### config.mk
export PLATFORM = sky130hd
export DESIGN_NAME = memory_access_unit
export DESIGN_NICKNAME = d
export VERILOG_FILES = /design/src/rtl/memory_access_unit_pkg.sv /design/src/rtl/memory_access_unit_load_align.sv /design/src/rtl/memory_access_unit.sv
export SDC_FILE = /design/constraint.sdc
export NUM_CORES = 1
export LEC_CHECK = 0
export ABC_AREA = 1
export BUFFER_PORTS_ARGS = -buffer_cell sky130_fd_sc_hd__buf_2
export CORE_ASPECT_RATIO = 0.6
export CORE_MARGIN = 5
export CORE_UTILIZATION = 50
export DETAILED_ROUTE_END_ITERATION = 12
export GPL_TIMING_DRIVEN = 0
export PLACE_DENSITY = 0.78
export SLEW_MARGIN = 5
export SYNTH_ARGS = -nofsm -noshare
export SYNTH_HDL_FRONTEND = slang
export SYNTH_SLANG_ARGS = --single-unit
### constraint.sdc
create_clock -name clk -period 1.8 [get_ports clk]
set_input_delay 0.27 -clock clk [delete_from_list [all_inputs] [get_ports clk]]
set_output_delay 0.27 -clock clk [all_outputs]
set_load 0.1 [all_outputs]
### src/rtl/memory_access_unit_pkg.sv
// Shared encodings for the memory access unit: data-memory access sizes,
// FSM states, the registered request record and a misalignment helper.
package memory_access_unit_pkg;

    typedef enum logic [1:0] {
        DM_NONE  = 2'd0,
        DM_BYTE  = 2'd1,
        DM_HWORD = 2'd2,
        DM_WORD  = 2'd3
    } dm_size_e;

    typedef enum logic [1:0] {
        MAU_IDLE   = 2'd0,
        MAU_ACCESS = 2'd1,
        MAU_RESP   = 2'd2
    } mau_state_e;

    // Everything the response path needs once the bus outputs are launched.
    typedef struct packed {
        logic       is_load;
        dm_size_e   size;
        logic       load_signed;
        logic [1:0] offset;
    } mau_req_t;

    function automatic logic is_misaligned(input dm_size_e size, input logic [1:0] offset);
        logic result;
        result = 1'b0;
        case (size)
            DM_HWORD: result = offset[0];
            DM_WORD:  result = (offset != 2'b00);
            default:  result = 1'b0;
        endcase
        return result;
    endfunction

endpackage

### src/rtl/memory_access_unit_load_align.sv
// Combinational load extractor: picks the addressed byte/half out of a read
// word and sign- or zero-extends it to 32 bits.
module memory_access_unit_load_align
    import memory_access_unit_pkg::*;
(
    input  logic [31:0] rdata,
    input  logic [1:0]  offset,
    input  dm_size_e    size,
    input  logic        load_signed,
    output logic [31:0] result
);

    logic [7:0]  lane [4];
    logic [7:0]  byte_sel;
    logic [15:0] half_sel;

    for (genvar gi = 0; gi < 4; gi++) begin : g_lane
        assign lane[gi] = rdata[8*gi +: 8];
    end

    assign byte_sel = lane[offset];
    assign half_sel = offset[1] ? rdata[31:16] : rdata[15:0];

    always_comb begin
        result = '0;
        case (size)
            DM_BYTE:  result = {{24{load_signed & byte_sel[7]}}, byte_sel};
            DM_HWORD: result = {{16{load_signed & half_sel[15]}}, half_sel};
            DM_WORD:  result = rdata;
            default:  result = '0;
        endcase
    end

endmodule

### src/rtl/memory_access_unit.sv
// Load/store stage: runs one data-memory transaction over a req/ready bus and
// returns the extended load result. Optional MISALIGN_TRAP_EN traps misaligned accesses.
module memory_access_unit
    import memory_access_unit_pkg::*;
#(
    parameter int TIMEOUT_CYCLES = 16,
    parameter int ADDR_WIDTH     = 32
) (
    input  logic                  clk,
    input  logic                  rst,
    input  logic                  start,
    input  logic [1:0]            read_status,
    input  logic [1:0]            write_status,
    input  logic                  load_signed,
    input  logic [ADDR_WIDTH-1:0] address,
    input  logic [31:0]           store_data,
    output logic                  mem_req,
    output logic                  mem_we,
    output logic [ADDR_WIDTH-1:0] mem_addr,
    output logic [31:0]           mem_wdata,
    output logic [3:0]            mem_wstrb,
    input  logic                  mem_ready,
    input  logic [31:0]           mem_rdata,
    output logic [31:0]           load_data,
    output logic                  done,
    output logic                  busy,
    output logic                  bus_error
);

    localparam int CNT_W = (TIMEOUT_CYCLES < 2) ? 1 : $clog2(TIMEOUT_CYCLES + 1);
    localparam logic [CNT_W-1:0] TIMEOUT_LIM = CNT_W'(TIMEOUT_CYCLES);

    mau_state_e            state_reg, state_next;
    mau_req_t              req_reg;
    logic                  mem_we_reg;
    logic [ADDR_WIDTH-1:0] mem_addr_reg;
    logic [31:0]           mem_wdata_reg;
    logic [3:0]            mem_wstrb_reg;
    logic [31:0]           load_data_reg;
    logic                  err_reg;
    logic [CNT_W-1:0]      wait_cnt_reg;

    dm_size_e    rd_size, wr_size, size_in;
    logic        is_load_in, has_op, misaligned_in, timeout_hit;
    logic [31:0] wdata_in;
    logic [3:0]  wstrb_in;
    logic [31:0] aligned_result;

    // A load takes precedence when the decoder flags both directions.
    assign rd_size    = dm_size_e'(read_status);
    assign wr_size    = dm_size_e'(write_status);
    assign is_load_in = (rd_size != DM_NONE);
    assign size_in    = is_load_in ? rd_size : wr_size;
    assign has_op     = (size_in != DM_NONE);

`ifdef MISALIGN_TRAP_EN
    assign misaligned_in = has_op && is_misaligned(size_in, address[1:0]);
`else
    assign misaligned_in = 1'b0;
`endif

    // Store lanes: replicate the datum across the word, enable only the addressed bytes.
    for (genvar gi = 0; gi < 4; gi++) begin : g_store_lane
        localparam logic [1:0] LANE = 2'(gi);
        assign wdata_in[8*gi +: 8] = (size_in == DM_BYTE)  ? store_data[7:0] :
                                     (size_in == DM_HWORD) ? store_data[8*(gi%2) +: 8] :
                                                             store_data[8*gi +: 8];
        assign wstrb_in[gi] = !is_load_in &&
                              ((size_in == DM_WORD) ||
                               ((size_in == DM_HWORD) && (address[1] == LANE[1])) ||
                               ((size_in == DM_BYTE)  && (address[1:0] == LANE)));
    end

    assign timeout_hit = (state_reg == MAU_ACCESS) && !mem_ready && (TIMEOUT_CYCLES != 0) &&
                         ((wait_cnt_reg + CNT_W'(1)) == TIMEOUT_LIM);

    memory_access_unit_load_align u_load_align (
        .rdata       (mem_rdata),
        .offset      (req_reg.offset),
        .size        (req_reg.size),
        .load_signed (req_reg.load_signed),
        .result      (aligned_result)
    );

    always_ff @(posedge clk) begin
        if (rst) begin
            state_reg <= MAU_IDLE;
        end else begin
            state_reg <= state_next;
        end
    end

    always_comb begin
        state_next = state_reg;
        case (state_reg)
            MAU_IDLE: begin
                if (start) begin
                    state_next = (!has_op || misaligned_in) ? MAU_RESP : MAU_ACCESS;
                end
            end
            MAU_ACCESS: begin
                if (mem_ready || timeout_hit) begin
                    state_next = MAU_RESP;
                end
            end
            MAU_RESP: state_next = MAU_IDLE;
            default:  state_next = MAU_IDLE;
        endcase
    end

    always_ff @(posedge clk) begin
        if (rst) begin
            req_reg       <= '0;
            mem_we_reg    <= 1'b0;
            mem_addr_reg  <= '0;
            mem_wdata_reg <= '0;
            mem_wstrb_reg <= '0;
            load_data_reg <= '0;
            err_reg       <= 1'b0;
            wait_cnt_reg  <= '0;
        end else begin
            case (state_reg)
                MAU_IDLE: begin
                    if (start) begin
                        wait_cnt_reg <= '0;
                        err_reg      <= misaligned_in;
                        req_reg      <= '{is_load:     is_load_in,
                                          size:        size_in,
                                          load_signed: load_signed,
                                          offset:      address[1:0]};
                        if (has_op && !misaligned_in) begin
                            mem_we_reg    <= !is_load_in;
                            mem_addr_reg  <= {address[ADDR_WIDTH-1:2], 2'b00};
                            mem_wdata_reg <= is_load_in ? 32'd0 : wdata_in;
                            mem_wstrb_reg <= wstrb_in;
                        end
                        if (misaligned_in) begin
                            load_data_reg <= '0;
                        end
                    end
                end
                MAU_ACCESS: begin
                    if (mem_ready) begin
                        if (req_reg.is_load) begin
                            load_data_reg <= aligned_result;
                        end
                    end else begin
                        wait_cnt_reg <= wait_cnt_reg + CNT_W'(1);
                        if (timeout_hit) begin
                            err_reg       <= 1'b1;
                            load_data_reg <= '0;
                        end
                    end
                end
                default: ;
            endcase
        end
    end

    always_comb begin
        mem_req   = (state_reg == MAU_ACCESS);
        done      = (state_reg == MAU_RESP);
        busy      = (state_reg != MAU_IDLE);
        bus_error = (state_reg == MAU_RESP) && err_reg;
        mem_we    = mem_we_reg;
        mem_addr  = mem_addr_reg;
        mem_wdata = mem_wdata_reg;
        mem_wstrb = mem_wstrb_reg;
        load_data = load_data_reg;
    end

endmodule

==> results of run 1 <==
## report_power, final
group          switching, W  internal, W  total (W)
registers         0.0000667      0.00261    0.00268
logic               0.00141     0.000422    0.00183
clock network       0.00124      0.00197    0.00321
## cell usage after synthesis
cell type / n / area, um^2
nand2_1: 420 / 1580
inv_1: 130 / 488
dfxtp_1: 113 / 2260
a21oi_1: 85 / 425
nand3_1: 67 / 335
nor2_1: 53 / 199
buf_2: 21 / 105
o21ai_0: 20 / 100
clkbuf_1: 18 / 67.6
buf_4: 9 / 67.6
buf_6: 4 / 45.0
nand2_2: 4 / 25.0
inv_2: 3 / 11.3
a22oi_1: 2 / 15.0
and3_1: 2 / 12.5
ha_1: 2 / 25.0
nand4_1: 2 / 12.5
a211oi_1: 1 / 7.51
a21oi_2: 1 / 8.76
a21oi_4: 1 / 16.3
buf_8: 1 / 15.0
clkinv_1: 1 / 3.75
conb_1: 1 / 3.75
nand2_4: 1 / 11.3
nand2_8: 1 / 20.0
nand3_2: 1 / 10.0
nor2_2: 1 / 6.26
nor2_4: 1 / 11.3
nor2_8: 1 / 20.0
o211a_1: 1 / 10.0
o21ai_1: 1 / 5.00
o21ai_2: 1 / 8.76
## repair_timing
item / 4_1_cts / 5_1_grt
endpoints found under the hold margin: 0 / 0
gates cloned: 0 / 0
gates resized for setup: 3 / 20
endpoints found under the setup margin: 30 / 42
setup buffers: 0 / 3
pin swaps: 0 / 3
## worst max-delay path by stage
stage / cells after the start / end / from / slack [ns]
CTS: 11 / load_data[21]$_SDFFE_PP0P_ / wait_cnt_reg[1]$_SDFFE_PP0P_ / 0.02
finish: 11 / load_data[21]$_SDFFE_PP0P_ / wait_cnt_reg[0]$_SDFFE_PP0P_ / 0.07
floorplan: 8 / mem_wdata[10]$_SDFFE_PP0P_ / state_reg[0]$_SDFFE_PP0P_ / -0.03
global route: 13 / load_data[20]$_SDFFE_PP0P_ / req_reg[1]$_SDFFE_PP0P_ / 0.003
detailed placement: 11 / load_data[8]$_SDFFE_PP0P_ / wait_cnt_reg[0]$_SDFFE_PP0P_ / -0.16
global placement: 11 / load_data[21]$_SDFFE_PP0P_ / wait_cnt_reg[0]$_SDFFE_PP0P_ / -0.12
## cells in the final DEF, fill, tap and decap left out, types with 3 or more instances in the layout
cell type / count
dfxtp_1: 111
clkbuf_2: 5
clkinv_4: 3
clkinv_2: 3
clkbuf_1: 14
nand2_4: 3
clkbuf_16: 17
a21oi_1: 85
buf_2: 223
buf_6: 5
nand2_1: 417
inv_1: 129
clkinvlp_4: 5
buf_4: 12
nand2_2: 5
o21ai_0: 20
clkbuf_4: 3
nand3_1: 66
nor2_1: 51
## worst register-to-register path: stages, from the launching register on
cell and delay, ns:
dfxtp_4 0.38, ha_2 0.21, nand3_1 0.08, nand2_1 0.07, nand2_1 0.05, nor2_1 0.15, nand2_2 0.16, nand2_4 0.15
buf_4 0.18, nand2_1 0.07, inv_1 0.08, nor2_1 0.05
## per-layer routing
metal  wire [um]  GRT usage  vias up
met5           0          0        -
met4         178     0.0694        0
met3        2150     0.0882       18
met2        8040      0.385      316
met1        9210      0.400     2988
li1            -          -     3416
## logic make-up (layout without fill, tap and decap cells)
| family | after synthesis | count (layout) |
|---|---|---|
| AO/OA/AOI/OAI | 113 | 113 |
| adder cells (fa/ha/maj) | 2 | 2 |
| other | 1 | 3 |
| AND/OR/NAND/NOR | 554 | 554 |
| buffers and inverters | 187 | 428 |
| flip-flops | 113 | 113 |
## metrics by stage
| stage | total power [W] | utilization | setup TNS, ns | instances | setup WS (ns) |
|---|---|---|---|---|---|
| floorplan | 0.00408 | - | -0.811 | 971 | -0.0298 |
| global placement | 0.00451 | 0.627 | -2.32 | 1337 | -0.117 |
| detailed placement | 0.00451 | 0.627 | -3.86 | 1337 | -0.164 |
| CTS | 0.00771 | 0.677 | 0 | 1369 | 0.0163 |
| global route | 0.00802 | 0.684 | 0 | 1373 | 0.00325 |
| finish | 0.00772 | 0.684 | 0 | 1373 | 0.0721 |
## final cells by class
class                      instances  area, um^2
inverter                         134         509
buffer                            53         318
timing repair buffer             209        1060
fill                            1078        3620
tap                              160         200
multi-input combinational        671        2910
sequential                       113        2270
antenna                            1        2.50
clock buffer                      20         457
clock inverter                    12         110
==> impl_metrics.csv, run 1 <==
group,metric,value,unit
drt,antenna_left,0,
timing,worst_slew_pin_slew,0.624,ns
critical_path,reg2reg_slack,0.07,ns
worst_hold_path,min_from,"address[8]",
critical_path,critPathBufInv,2,
placement,dp_hpwl,15100,um
synthesis,synth-seq-cells,113,
power,ir_worst_vdd,708,uV
critical_path,cp_max_fo,10,
worst_hold_path,min_path_cells,3,
synthesis,synthCells,970,
die,ios,210,
power,total_leakage_power,4.40,nW
power,power_density,986,mW/mm^2
die,die_width,151,um
drt,vias_per_cell,4.91,
critical_path,crit_chain,"ha_2 > nand3_1 > nand2_1 > nand2_1 > nor2_1 > nand2_2 > nand2_4 > buf_4 > nand2_1 > inv_1 > nor2_1",
synthesis,synth-compound-area-share,0.101,
critical_path,crit_slowest_cell,"dfxtp_4",
critical_path,start_kind,"flop",
synthesis,yosysSeqAreaShare,0.381,
clock_tree,clock-sinks,113,
timing,drv_slew,0,
critical_path,cp_data_required_time,2.10,ns
timing,holdWs,0.109,ns
timing,hold_viol,0,
drt,dr.first_iter.drc_count,610,
global_routing,antenna_found_initial,1,
drt,wl_per_cell,14.3,um
global_routing,grt_max_degree,17,
die,coreArea,0.0114,mm^2
drt,via_count,6738,
timing,max_clock_freq,579,MHz
critical_path,r2r_end,"load_data[21]$_SDFFE_PP0P_",
final_layout,syn2layout_area_growth,32.0,%
clock_tree,h-tree-depth,4,
timing,setup_viol,0,
die,rows,30,
synthesis,ys_warn_count,0,
global_routing,grt_pass1_vias,6066,
critical_path,cp-end-kind,"flop",
synthesis,synth_top_family_by_area,"simple AND/OR/NAND/NOR gates",
die,initial_core_util,0.518,
final_layout,nNetsFinal,1306,
drt,drc,0,
run_status,status,"complete, no violations",
clock_tree,clk_pin_slew,0.06,ns
final_layout,drive_gt1_frac,0.252,
global_routing,grt_util_all_layers,0.273,
timing,fin_crit,1.73,ns
timing,min_period_over_period,0.960,
clock_tree,clockRootBuffer,"clkbuf_16",
clock_tree,cts_buffer_depth,2,
critical_path,r2r_cells,11,
worst_hold_path,holdPathEnd,"mem_addr[8]$_SDFFE_PP0P_",
critical_path,timing.rr.start,"wait_cnt_reg[0]$_SDFFE_PP0P_",
die,die-area,0.0142,mm^2
placement,io_buffer_count,206,
critical_path,critical_path_class,"flop to flop",
synthesis,yosysUniqueCellTypes,32,
clock_tree,cts_hold_buf,0,
die,fp.dieH,94.4,um
synthesis,synth_xor_area_frac,0,
global_routing,overflow,0,
final_layout,fin_area,0.00783,mm^2
clock_tree,cts_made_buffers,17,
critical_path,max_stage_delay,0.38,ns
synthesis,synth_area,0.00593,mm^2
placement,dpl_cell_area,0.00718,mm^2
clock_tree,clk_latency,0.40,ns
synthesis,synth.area.mux_share,0,
global_routing,grt_pass1_wl,30700,um
clock_tree,tritoncts,"yes",
drt,dr.pass1.iters,5,
synthesis,synthAdderAreaFrac,0.00422,
placement,finalWeightedCongestion,0.962,
critical_path,crit_top_cell,"nand2_1",
synthesis,yosys.area_share.simple,0.378,
flow_run,maxCapViolations,0,
synthesis,syn_avg_cell_area,6.11,um^2
drt,routed_wirelength,19600,um
worst_hold_path,holdCritPathClass,"input port to flop",
timing,finClkSkew,0.00960,ns
timing,max_slew_margin,0.584,
critical_path,crit_arrival,2.03,ns
timing,rsz0062_at_grt,"no",
critical_path,path_delay_family,"simple AND/OR/NAND/NOR gates",
(Power assumes the default switching activity.)
==> run 2, diff against run 1 <==
- CELL_PAD_IN_SITES_DETAIL_PLACEMENT: unset -> 2
- CELL_PAD_IN_SITES_GLOBAL_PLACEMENT: unset -> 2
- CORE_UTILIZATION: 50 -> 25
==> impl_metrics.csv, run 2 (synthesis results as in run 1) <==
group,metric,value,unit
timing,max_slew_margin,0.521,
timing,max_clock_freq,570,MHz
clock_tree,clk_pin_slew,0.06,ns
critical_path,crit_chain,"ha_2 > inv_1 > nand2_1 > nand3_1 > nor2_2 > nand2_4 > nand2_4 > buf_6 > nand2_1 > inv_1 > nor2_1",
die,coreArea,0.0232,mm^2
drt,routed_wirelength,26600,um
critical_path,cp_max_fo,10,
critical_path,crit_arrival,2.07,ns
placement,dp_hpwl,20600,um
global_routing,grt_util_all_layers,0.195,
placement,dp_slack,-0.337,ns
clock_tree,cts_buffer_depth,2,
drt,via_count,6919,
power,pwr-share-comb,0.232,
final_layout,nNetsFinal,1311,
drt,antenna_left,0,
drt,drc,0,
die,die-area,0.0270,mm^2
clock_tree,tritoncts,"yes",
timing,fin_crit,1.75,ns
power,p_clk_frac,0.441,
power,total_leakage_power,4.49,nW
clock_tree,cts_made_buffers,17,
timing,drv_slew,0,
worst_hold_path,min_from,"address[14]",
critical_path,r2r_cells,11,
power,p_switching,0.00293,W
drt,wl_per_cell,17.3,um
run_status,status,"complete, no violations",
die,rows,43,
worst_hold_path,min_path_cells,3,
timing,hold_viol,0,
worst_hold_path,holdCritPathClass,"input port to flop",
global_routing,overflow,0,
critical_path,cp-end-kind,"flop",
global_routing,antenna_found_initial,3,
drt,dr.pass1.iters,4,
critical_path,r2r_end,"load_data[21]$_SDFFE_PP0P_",
critical_path,max_stage_delay,0.39,ns
power,power.total,0.00821,W
clock_tree,clk_latency,0.43,ns
clock_tree,h-tree-depth,4,
placement,finalWeightedCongestion,0.827,
global_routing,grt_pass1_vias,7497,
drt,vias_per_cell,4.52,
final_layout,syn2layout_area_growth,37.7,%
power,pwr-share-seq,0.327,
critical_path,start_kind,"flop",
critical_path,timing.rr.start,"wait_cnt_reg[0]$_SDFFE_PP0P_",
flow_run,maxCapViolations,0,
die,fp.dieH,129,um
final_layout,final_cell_mix,"415 x nand2_1, 219 x buf_2, 129 x inv_1",
timing,layout_setup_ws,0.0466,ns
critical_path,reg2reg_slack,0.05,ns
die,ios,210,
final_layout,layout.cells.most_common,"nand2_1",
global_routing,grt_max_degree,17,
timing,worst_slew_pin_slew,0.718,ns
die,die_width,209,um
critical_path,cp_data_required_time,2.12,ns
timing,finClkSkew,0.00866,ns
worst_hold_path,holdPathEnd,"mem_addr[14]$_SDFFE_PP0P_",
clock_tree,clockRootBuffer,"clkbuf_16",
global_routing,grt_pass1_wl,41400,um
power,ir_worst_vdd,618,uV
placement,io_buffer_count,206,
power,p_int,0.00528,W
timing,min_period_over_period,0.974,
critical_path,crit_slowest_cell,"dfxtp_2",
final_layout,drive_gt1_frac,0.261,
timing,rsz0062_at_grt,"yes",
drt,dr.first_iter.drc_count,208,
timing,setup_viol,0,
final_layout,antenna_cells,0,
power,switching_share,0.357,
clock_tree,clock-sinks,113,
die,initial_core_util,0.255,
power,power_density,1000,mW/mm^2
critical_path,critical_path_class,"flop to flop",
## run 2: changes by cell type in the layout (fill, tap and decap cells not counted), sizes merged
cell      previous run  this run
inv                133       135
bufinv               1         3
clkbuf              41        40
nor2                56        57
buf                241       244
clkinvlp             5         3
diode                1         0
## run 2: power groups by stage
stage | registers, W | logic (W) | clock network, W
final | 0.00269 | 0.00190 | 0.00362
after global routing | 0.00270 | 0.00205 | 0.00382
after CTS | 0.00268 | 0.00188 | 0.00373
after detailed placement | 0.00273 | 0.00186 | 0
after global placement | 0.00273 | 0.00183 | 0
after floorplan | 0.00338 | 0.000702 | 0
## run 2: area by class of cell
class / count / area, um^2
plain buffers: 53 / 334
well taps: 315 / 394
inverters: 134 / 509
flip-flops and latches: 113 / 2260
fillers: 2909 / 15100
multi-input cells: 672 / 2950
repair buffers: 213 / 1090
clock buffers: 18 / 439
clock inverters: 14 / 180
## run 2: worst max path at each step
stage / from / end / slack [ns]
after floorplan: state_reg[0]$_SDFFE_PP0P_ / mem_wdata[10]$_SDFFE_PP0P_ / -0.03
after global placement: wait_cnt_reg[0]$_SDFFE_PP0P_ / load_data[21]$_SDFFE_PP0P_ / -0.28
after detailed placement: wait_cnt_reg[0]$_SDFFE_PP0P_ / load_data[21]$_SDFFE_PP0P_ / -0.34
after CTS: state_reg[0]$_SDFFE_PP0P_ / busy / 0.003
after global routing: wait_cnt_reg[0]$_SDFFE_PP0P_ / load_data[21]$_SDFFE_PP0P_ / -0.06
final: wait_cnt_reg[0]$_SDFFE_PP0P_ / load_data[21]$_SDFFE_PP0P_ / 0.05
## run 2: critical path: cells and delay by family (launching register included)
family        cells  cell delay, ns
simple gates      7            0.72
flops             1            0.39
buf+inv           3            0.30
fa+ha+maj         1            0.24
## run 2: per-stage QoR
step,cells,TNS (ns),area [um^2],util,hold WS [ns]
2_1_floorplan,971,-0.811,5950,-,0.405
3_3_place_gp,1492,-6.26,7370,0.317,0.446
3_5_place_dp,1492,-8.27,7370,0.317,0.457
4_1_cts,1526,0,8040,0.346,0.0681
5_1_grt,1532,-0.218,8170,0.351,0.0770
6_report,1532,0,8170,0.351,0.0861
## run 2: timing repair
item / 4_1_cts / 5_1_grt
pin swaps: 1 / 3
resized for setup: 12 / 27
endpoints found under the setup margin: 35 / 71
buffers inserted: 2 / 5
hold endpoints to repair: 0 / 0
hold buffers: 0 / 0
gates cloned: 0 / 1
## run 2: layer usage
metal,GRT usage,up-vias,wire length [um],share of wire
met2,0.302,146,11300,0.43
met5,0,-,34,0.0013
met4,0.0376,6,264,0.0099
met3,0.0668,24,1780,0.067
li1,-,3421,-,-
met1,0.267,3322,13100,0.49
==> run 3, diff against run 2 <==
- ABC_AREA: 1 -> 0
- CORE_UTILIZATION: 25 -> 27
- PLACE_DENSITY: 0.78 -> 0.77
==> impl_metrics.csv, run 3 <==
group,metric,value,unit
run_status,status,"complete, but fails checks",
run_status,failed_checks,"negative setup slack",
clock_tree,tritoncts,"yes",
critical_path,cp_max_fo,10,
global_routing,grt_util_all_layers,0.211,
die,rows,39,
clock_tree,clk_latency,0.42,ns
die,ios,210,
global_routing,grt_pass1_vias,6157,
clock_tree,clock-sinks,113,
final_layout,final_cell_mix,"209 x buf_2, 108 x dfxtp_1, 91 x nand2_1",
timing,fin_crit,2.08,ns
critical_path,max_stage_delay,0.43,ns
global_routing,grt_pass1_wl,37000,um
timing,rsz0062_at_grt,"yes",
synthesis,synth_most_common_cell,"dfxtp_1",
critical_path,start_kind,"flop",
critical_path,crit_slowest_cell,"or3_4",
drt,routed_wirelength,24700,um
synthesis,synthTopCellsByArea,"dfxtp_1 44%, a21oi_1 8.6%, mux2_2 8.5%",
synthesis,synth-seq-cells,113,
timing,worst_slew_pin_slew,0.754,ns
drt,drc,0,
global_routing,grtUsageMet1,0.277,
synthesis,yosysUniqueCellTypes,53,
power,ir_worst_vdd,617,uV
placement,post-place-cells,1031,
timing,drv_slew,0,
final_layout,final_cells,1081,
power,power_density,1040,mW/mm^2
die,die_width,189,um
global_routing,met2_usage,0.351,
synthesis,synthTopCellsByCount,"113 x dfxtp_1, 92 x nand2_1, 89 x a21oi_1",
final_layout,multi_input_area,0.00298,mm^2
drt,dr.pass1.iters,5,
synthesis,ys.flop_type,"dfxtp_1",
critical_path,cp_data_required_time,2.14,ns
timing,hold_viol,0,
drt,wl_per_cell,22.9,um
synthesis,synth_area,0.00518,mm^2
timing,min_period_over_period,1.16,
die,die-area,0.0222,mm^2
global_routing,grtUsageMet3,0.0508,
timing,finClkSkew,0.00713,ns
synthesis,synthCells,580,
critical_path,cp-end-kind,"flop",
final_layout,seq_area,0.00228,mm^2
clock_tree,cts_hold_buf,0,
clock_tree,cts_made_buffers,17,
critical_path,crit_arrival,2.43,ns
synthesis,syn_avg_cell_area,8.94,um^2
final_layout,finalCoreUtilization,0.404,
final_layout,syn2layout_area_growth,47.7,%
die,coreArea,0.0189,mm^2
critical_path,crit_chain,"ha_4 > xor2_2 > a2111oi_4 > buf_4 > a31oi_4 > or3_4 > buf_8 > o2bb2ai_2",
global_routing,antenna_found_initial,2,
die,fp.dieH,117,um
drt,via_count,5509,
drt,antenna_left,0,
global_routing,grt_max_degree,17,
final_layout,layout.cells.most_common,"buf_2",
timing,max_slew_margin,0.497,
synthesis,synth_edf_count,0,
placement,finalWeightedCongestion,0.845,
clock_tree,h-tree-depth,4,
final_layout,antenna_cells,0,
final_layout,drive_gt1_frac,0.484,
timing,setup_viol,36,
power,total_leakage_power,3.25,nW
critical_path,path_delay_family,"compound AO/OA/AOI/OAI gates",
clock_tree,clk_pin_slew,0.06,ns
final_layout,nNetsFinal,929,
placement,dp_hpwl,18000,um
drt,dr.first_iter.drc_count,291,
final_layout,n_fill_cell,2098,
worst_hold_path,holdCritPathClass,"input port to flop",
synthesis,synth.largest_area_cell,"dfxtp_1",
critical_path,critical_path_class,"flop to flop",
die,initial_core_util,0.274,
drt,vias_per_cell,5.10,
synthesis,synth_top_area_share,0.436,
critical_path,critPathBufInv,2,
clock_tree,clockRootBuffer,"clkbuf_16",
clock_tree,cts_buffer_depth,2,
timing,layout_setup_ws,-0.284,ns
synthesis,yosysSeqAreaShare,0.436,
global_routing,overflow,0,
timing,max_clock_freq,480,MHz
placement,io_buffer_count,204,
synthesis,ys_warn_count,0,
synthesis,synthArstFlopShare,0,
global_routing,top_usage_layer,"met2",
flow_run,maxCapViolations,0,
[run 3: changes by cell type after synthesis, moves of 9 or more]
cell / before / now
nand3_1: 67 / 4
nand2_1: 420 / 92
mux2_2: 0 / 39
o2bb2ai_2: 0 / 20
buf_2: 21 / 8
nor2_1: 53 / 44
a22oi_1: 2 / 25
or3_1: 0 / 17
clkbuf_1: 18 / 35
inv_1: 130 / 2
o21ai_0: 20 / 8
[run 3: final timing paths]
path	start	end	slack, ns	cells past startpoint
max reg2reg	wait_cnt_reg[1]$_SDFFE_PP0P_	load_data[21]$_SDFFE_PP0P_	-0.28	8
min reg2reg	mem_addr[14]$_SDFFE_PP0P_	mem_addr[14]$_SDFFE_PP0P_	0.46	2
max	wait_cnt_reg[1]$_SDFFE_PP0P_	load_data[21]$_SDFFE_PP0P_	-0.28	8
min	address[14]	mem_addr[14]$_SDFFE_PP0P_	0.09	3
[run 3: final cells by class]
cell class | count | area share
sequential | 113 | 0.298
multi-input combinational | 419 | 0.389
inverter | 2 | 0.000981
tap | 246 | 0.0402
clock inverter | 14 | 0.0206
clock buffer | 18 | 0.0561
timing repair buffer | 225 | 0.156
buffer | 44 | 0.0391
[run 3: through the flow]
step | hold WS (ns) | total power (W) | TNS (ns) | instance area [um^2] | setup WS (ns)
floorplan | 0.406 | 0.00393 | -7.01 | 5260 | -0.294
global placement | 0.440 | 0.00435 | -37.63 | 6590 | -0.585
detailed placement | 0.445 | 0.00442 | -54.86 | 6590 | -0.768
CTS | 0.0702 | 0.00791 | -6.08 | 7450 | -0.243
global route | 0.0901 | 0.00821 | -10.64 | 7660 | -0.344
finish | 0.0911 | 0.00794 | -8.03 | 7660 | -0.284
[run 3: repair_timing]
item | in CTS | in global routing
resized for setup | 59 | 40
pin swaps | 16 | 6
gates cloned | 1 | 1
setup buffers | 13 | 8
endpoints found under the setup margin | 104 | 80
[run 3: where the power goes]
group / switching [W] / internal [W]
combinational: 0.00135 / 0.000484
clock: 0.00137 / 0.00206
sequential: 0.0000735 / 0.00260
total: 0.00279 / 0.00514
[run 3: cells by family (layout without fill, tap and decap cells)]
group,after synthesis,in the layout,share of synthesized area
flip-flops,113,113,0.436
XOR/XNOR,1,1,0.00169
other,1,2,0.000723
AO/OA/AOI/OAI,180,181,0.252
buffers and inverters,51,303,0.0447
AND/OR/NAND/NOR,189,190,0.164
multiplexers,43,43,0.0951
adder cells (fa/ha/maj),2,2,0.00483
[run 3: routing by layer]
layer,wire (um),vias up
met1,11300,2760
met2,11800,143
met5,14,-
met4,408,4
met3,1220,35
li1,-,2567
[run 3: tightest hold or removal path: stages]
cell and delay, ns:
buf_2 0.09, nand2_1 0.05, a21oi_1 0.05
